$ cat src/rtl/dual_diagonal_backsub_sched.sv
// dual_diagonal_backsub_sched
//   Frame scheduler sharing one dual_diagonal_backsub datapath between two
//   encoder lanes. Arbitrates round-robin at frame boundaries, issues a
//   one-cycle datapath clear before every frame, streams NUM_WORDS words in,
//   collects NUM_WORDS results and returns them tagged with the owning lane.
//
// Ports
//   i_clock, i_reset            clock; asynchronous active-low reset
//   i_reqN_data/valid/last      lane N input word stream (N = 0, 1)
//   o_reqN_ready                lane N word accepted when valid & ready
//   o_bs_clear                  one-cycle clear to the datapath
//   o_bs_data, o_bs_valid       words to the datapath (1-cycle latency)
//   i_bs_data, i_bs_valid       datapath results (no backpressure)
//   o_out_data/valid/last/src   result stream, tagged with owning lane
//   o_busy                      scheduler not idle
//   o_err_len, o_err_timeout    one-cycle error pulses
//   o_frame_count               completed frames, wraps at 2^16
module dual_diagonal_backsub_sched #(
  parameter int unsigned WIDTH     = 16,
  parameter int unsigned NUM_WORDS = 8,
  parameter int unsigned TIMEOUT   = 64
) (
  input  logic             i_clock,
  input  logic             i_reset,
  input  logic [WIDTH-1:0] i_req0_data,
  input  logic             i_req0_valid,
  input  logic             i_req0_last,
  output logic             o_req0_ready,
  input  logic [WIDTH-1:0] i_req1_data,
  input  logic             i_req1_valid,
  input  logic             i_req1_last,
  output logic             o_req1_ready,
  output logic             o_bs_clear,
  output logic [WIDTH-1:0] o_bs_data,
  output logic             o_bs_valid,
  input  logic [WIDTH-1:0] i_bs_data,
  input  logic             i_bs_valid,
  output logic [WIDTH-1:0] o_out_data,
  output logic             o_out_valid,
  output logic             o_out_last,
  output logic             o_out_src,
  output logic             o_busy,
  output logic             o_err_len,
  output logic             o_err_timeout,
  output logic [15:0]      o_frame_count
);

  localparam int unsigned CW = $clog2(NUM_WORDS + 1);
  localparam int unsigned TW = $clog2(TIMEOUT + 1);
  localparam logic [CW-1:0] LAST_IDX = CW'(NUM_WORDS - 1);
  localparam logic [TW-1:0] LAST_TO  = TW'(TIMEOUT - 1);

  typedef enum logic [1:0] {
    S_IDLE,
    S_CLEAR,
    S_LOAD,
    S_DRAIN
  } state_t;

  state_t state, state_nxt;

  logic          grant;
  logic          last_grant;
  logic [CW-1:0] in_cnt;
  logic [CW-1:0] out_cnt;
  logic [TW-1:0] to_cnt;

  logic             g_valid;
  logic             g_last;
  logic [WIDTH-1:0] g_data;
  logic             accept;
  logic             in_final;
  logic             in_short;
  logic             drain_beat;
  logic             res_final;
  logic             timeout_hit;
  logic             any_req;
  logic             arb_pick;

  // Ready depends on registered state only, so accept = LOAD & granted valid.
  assign o_req0_ready = (state == S_LOAD) && !grant;
  assign o_req1_ready = (state == S_LOAD) && grant;
  assign o_bs_clear   = (state == S_CLEAR);
  assign o_busy       = (state != S_IDLE);

  always_comb begin
    g_valid     = grant ? i_req1_valid : i_req0_valid;
    g_last      = grant ? i_req1_last  : i_req0_last;
    g_data      = grant ? i_req1_data  : i_req0_data;
    accept      = (state == S_LOAD) && g_valid;
    in_final    = accept && (in_cnt == LAST_IDX);
    in_short    = accept && g_last && !in_final;
    drain_beat  = (state == S_DRAIN) && i_bs_valid;
    res_final   = drain_beat && (out_cnt == LAST_IDX);
    // Completion on the final timeout cycle takes priority over the abort.
    timeout_hit = (state == S_DRAIN) && !res_final && (to_cnt == LAST_TO);
    any_req     = i_req0_valid || i_req1_valid;
    // Lone requester wins outright; a tie goes to the lane not served last.
    arb_pick    = (i_req0_valid && i_req1_valid) ? !last_grant : i_req1_valid;
  end

  always_comb begin
    state_nxt = state;
    unique case (state)
      S_IDLE:  if (any_req) state_nxt = S_CLEAR;
      S_CLEAR: state_nxt = S_LOAD;
      S_LOAD: begin
        if (in_final)      state_nxt = S_DRAIN;
        else if (in_short) state_nxt = S_IDLE;
      end
      S_DRAIN: if (res_final || timeout_hit) state_nxt = S_IDLE;
      default: state_nxt = S_IDLE;
    endcase
  end

  always_ff @(posedge i_clock or negedge i_reset) begin
    if (!i_reset) state <= S_IDLE;
    else          state <= state_nxt;
  end

  always_ff @(posedge i_clock or negedge i_reset) begin
    if (!i_reset) begin
      grant         <= 1'b0;
      last_grant    <= 1'b1;
      in_cnt        <= '0;
      out_cnt       <= '0;
      to_cnt        <= '0;
      o_bs_data     <= '0;
      o_bs_valid    <= 1'b0;
      o_out_data    <= '0;
      o_out_valid   <= 1'b0;
      o_out_last    <= 1'b0;
      o_out_src     <= 1'b0;
      o_err_len     <= 1'b0;
      o_err_timeout <= 1'b0;
      o_frame_count <= '0;
    end else begin
      o_bs_valid    <= accept;
      o_out_valid   <= drain_beat;
      o_out_last    <= res_final;
      o_err_len     <= in_short || (in_final && !g_last);
      o_err_timeout <= timeout_hit;

      if (state == S_IDLE && any_req) begin
        grant      <= arb_pick;
        last_grant <= arb_pick;
      end

      if (state == S_CLEAR) begin
        in_cnt  <= '0;
        out_cnt <= '0;
        to_cnt  <= '0;
      end

      if (accept) begin
        o_bs_data <= g_data;
        in_cnt    <= in_cnt + CW'(1);
      end

      if (state == S_DRAIN) to_cnt <= to_cnt + TW'(1);

      if (drain_beat) begin
        o_out_data <= i_bs_data;
        o_out_src  <= grant;
        out_cnt    <= out_cnt + CW'(1);
      end

      if (res_final) o_frame_count <= o_frame_count + 16'd1;
    end
  end

endmodule

$ cat config.mk
export PLATFORM = sky130hd
export DESIGN_NAME = dual_diagonal_backsub_sched
export DESIGN_NICKNAME = d
export VERILOG_FILES = /design/src/rtl/dual_diagonal_backsub_sched.sv
export SDC_FILE = /design/constraint.sdc
export NUM_CORES = 1
export LEC_CHECK = 0
export CAP_MARGIN = 20
export CORE_ASPECT_RATIO = 1.5
export CORE_MARGIN = 2
export CORE_UTILIZATION = 25
export DETAILED_ROUTE_END_ITERATION = 16
export DONT_BUFFER_PORTS = 1
export MAX_ROUTING_LAYER = met4
export PLACE_DENSITY = 0.48
export REMOVE_ABC_BUFFERS = 1
export SYNTH_ARGS = -nofsm -noshare
export SYNTH_HDL_FRONTEND = slang
export SYNTH_SLANG_ARGS = --single-unit
$ cat constraint.sdc
create_clock -name i_clock -period 2.8 [get_ports i_clock]
set_input_delay 0.56 -clock i_clock [delete_from_list [all_inputs] [get_ports i_clock]]
set_output_delay 0.56 -clock i_clock [all_outputs]
set_load 0.005 [all_outputs]
# == Word-level counts from Yosys, hierarchy flattened ==
# Cells that the tools add are included.
# op_classes
addsub,4
n_eq_ne,9
reduce_logical,27
n_mux,14
# ops
cell,count
$add A16 B1 Y16 const B,1
$mux W16,1
$mux W7,2
$logic_and A1 B1 Y1,13
$mux W4,3
$add A4 B1 Y4 const B,2
$eq A4 B3 Y1 const B,2
$mux W2,4
$pmux W2 S4,1
$reduce_bool A2 Y1,4
$add A7 B1 Y7 const B,1
$eq A7 B6 Y1 const B,1
$logic_not A1 Y1,5
$eq A2 B2 Y1 const B,2
$logic_or A1 B1 Y1,3
$mux W1,3
$ne A3 B3 Y1 const B,1
$reduce_and A3 Y1,1
$eq A2 B1 Y1 const B,1
$logic_not A2 Y1,1
$ne A2 B1 Y1 const B,1
$ne A2 B2 Y1 const B,1
# word_totals
out_inout_bits,58
regBits,73

# == Logic depth before layout (Yosys ltp) ==
# logic_depth
ltp_word,9
depth_mapped,6

# == Worst setup path before layout ==
# Ideal clock, no wire load.
# synth_timing
kind,flip-flop to output port
from,register grant
to,output o_req1_ready
n_path_buf,2
required_time_ps,2240
arrival_time_ps,1068
path_stages_with_launch,5
path_slack_ps,1172
cell_sequence,dfrtp_1 > buf_2 > buf_1 > inv_1 > nor2_1
# synth_via
elab_chain_cells,1
# synth_rtl
element,line_no,text
start: declaration,62,logic grant;
start signal: assignment,145,grant <= arb_pick;
$logic_and A1 B1 Y1,82,assign o_req1_ready = (state == S_LOAD) && grant;
end: declaration,32,"output logic o_req1_ready,"
# Every way passes these cells.

# == Final worst setup path ==
# layout_timing
from,register state[0]
to,output o_bs_clear
# layout_via
elab_chain_cells,1
# layout_rtl
element,line_no,text
start: declaration,60,"state_t state, state_nxt;"
start signal: assignment,118,else state <= state_nxt;
$eq A2 B1 Y1,83,assign o_bs_clear = (state == S_CLEAR);
end: declaration,33,"output logic o_bs_clear,"
# Every way passes these cells.

==> flow_summary.ini <==
[timing]
tightest_slew_ns = 0.467
max_freq_ghz = 0.480
fin_crit_ns = 2.08
slew_headroom_pct = 68.9
slew_viol_final = 0
rsz0062_at_grt = false
fin_tns_setup_ns = 0
setup_viol = 0
fin_crit_sh_pct = 74.5
hold_viol = 0
skew_ns = 0.00932

[logic_synthesis]
yosysMostFrequentCell = dfrtp_1
synthCells = 316
synth_ff_type = dfrtp_1
ys_warn_count = 0
synth_area_leaders = dfrtp_1 55%, nand2_1 7.7%, mux2i_1 6.4%, xnor2_1 3.8%, a21oi_1 3.1%
yosysSeqAreaShare_pct = 56.1
synth_common_cells = 72 x dfrtp_1, 67 x nand2_1, 24 x nor2_1
synthArstFlopShare_pct = 100
synth_area_um2 = 3260
ys_ff_latch = 73
synth_area_leader_cell = dfrtp_1
synth.distinct_cells = 40
synth_top_area_share_pct = 55.3
synth_edf_count = 0
syn_area_per_cell_um2 = 10.3

[power]
peakVddDrop_mv = 0.314
p_leak_uw = 0.00175
power.density_nw_per_um2 = 1020

[placed_design]
hpwl_um = 4930
portBuffers = 0
place_congestion = 0.707

[floorplanning]
core-area_um2 = 12900
ios = 113
fp.dieH_um = 144
die_area_um2 = 14000
die_w_um = 97.2
start_util_pct = 25.3
num_rows = 51

[route]
first_iter_violations = 57
drcViolationCount = 0
first_pass_iters = 4
vias = 2243
wl_met3_um = 425
vias_per_cell = 4.64
ant_nets = 0
wl_um = 7300
wl_met1_um = 3060
wl_met2_um = 3640
drt-wirelength-per-cell_um = 15.1
highest_layer = met4

[cts]
htreeDepth = 3
clkTransAtPathRegs_ns = 0.06
cts_tree = done
cts_resized = 0
cts-hold-fix-buffers = 1
cts-buffers-inserted = 9
clkLatencyLatePin_ns = 0.34
cts_setup_buffers = 0
cts_root_buf = clkbuf_16
cts_buffer_depth = 2
cts.sinks = 73

[setup_path]
worst_ep_required_time_ns = 2.24
reg2reg_depth = 5
endpoint_kind = output port
crit_family = flip-flops
crit_type = reg2out
worst_setup_path_start_kind = register
cp_cell_sequence = nand2b_1 > inv_1
critPathSlowestCell = dfrtp_1
cp.arrival_ns = 1.52
critPathMaxFanout = 16
crit_path_max_incr_delay_ns = 0.63
path_depth = 2
cp.buffers_inverters = 1

[run_status]
status = complete, no violations

[global_route]
first_global_vias = 2283
grt_pass1_wl_um = 11600
gr-usage-all-layers_pct = 10.9
grt_max_degree = 73
antenna_found_initial = 0
grt.overflow.total = 0

[cells_and_area]
final_core_util_pct = 29.3
seq_area_um2 = 1830
nets = 378
multiInputGateArea_um2 = 1340
area_growth_pct = 15.8
final_layout_size_suffix_gt1_share_pct = 9.26
diodes = 0
fill_cells = 1342

[min_path]
hold_class = in2async

[flow_run]
maxCapViolCount = 0
final timing paths:
| check | from | endpoint | slack, ns |
|---|---|---|---|
| worst min-delay path | i_reset | last_grant | 0.06 |
| worst max-delay path | state[0] | o_bs_clear | 0.72 |
| worst min register to register | in_cnt[2] | in_cnt[2] | 0.50 |
| min in group i_clock | i_req0_valid | last_grant | 0.29 |
| max in group asynchronous | i_reset | o_out_data[11] | 2.38 |
| worst max register to register | state[0] | in_cnt[2] | 0.97 |
placed cells by master, fill, tap and decap left out, types with 3 or more instances in the layout:
cell and n:
a21oi_1 20, and3_1 4, and4_1 3, buf_4 4, clkbuf_16 9, dfrtp_1 72
ha_1 4, inv_1 6, mux2i_1 21, nand2_1 67, nand2b_1 4, nand3_1 15
nand4_1 4, nor2_1 24, o21ai_0 9, o21ai_1 5, xnor2_1 14, xor2_1 5
power by group:
part           internal (uW)  leakage (uW)  switching (uW)
clock                    803      0.000159             450
sequential              1390      0.000922             327
combinational            362      0.000668             509
area by class of cell:
| class | count | share of cell area (%) |
|---|---|---|
| Multi-Input combinational cell | 222 | 35.5 |
| Inverter | 8 | 0.795 |
| Clock inverter | 5 | 2.09 |
| Clock buffer | 11 | 6.43 |
| Timing Repair Buffer | 5 | 1.52 |
| Sequential cell | 73 | 48.4 |
| Tap cell | 159 | 5.27 |
registers in the layout (all words and copies together), names as in the netlist, 2 cells and up:
signal,count
out_cnt,4
to_cnt,7
state,2
o_frame_count,16
o_out_data,16
in_cnt,4
o_bs_data,16
stage by stage:
step	setup slack, ns	cell area (um2)	hold slack, ns	std cells	power [uW]
2_1_floorplan	0.247	3200	0.264	303	2320
3_3_place_gp	1.03	3430	0.269	466	2570
3_5_place_dp	0.976	3430	0.269	466	2610
4_1_cts	0.694	3770	0.0538	483	3910
5_1_grt	0.600	3770	0.0415	483	4110
6_report	0.715	3770	0.0606	483	3850
metal layers:
| metal | vias to the layer above | global-route usage (%) |
|---|---|---|
| met5 | - | - |
| met4 | 0 | 6.07 |
| met3 | 14 | 2.97 |
| met2 | 76 | 17.7 |
| met1 | 1079 | 12.2 |
| li1 | 1074 | - |
kinds of logic after synthesis:
logic type	synth area share, %
mux	7.49
fa+ha+maj	1.54
buf+inv	2.84
xor+xnor	5.11
flops	56.1
simple gates	20.6
compound gates	6.37
Note: power is estimated with default switching activity, not from simulation.
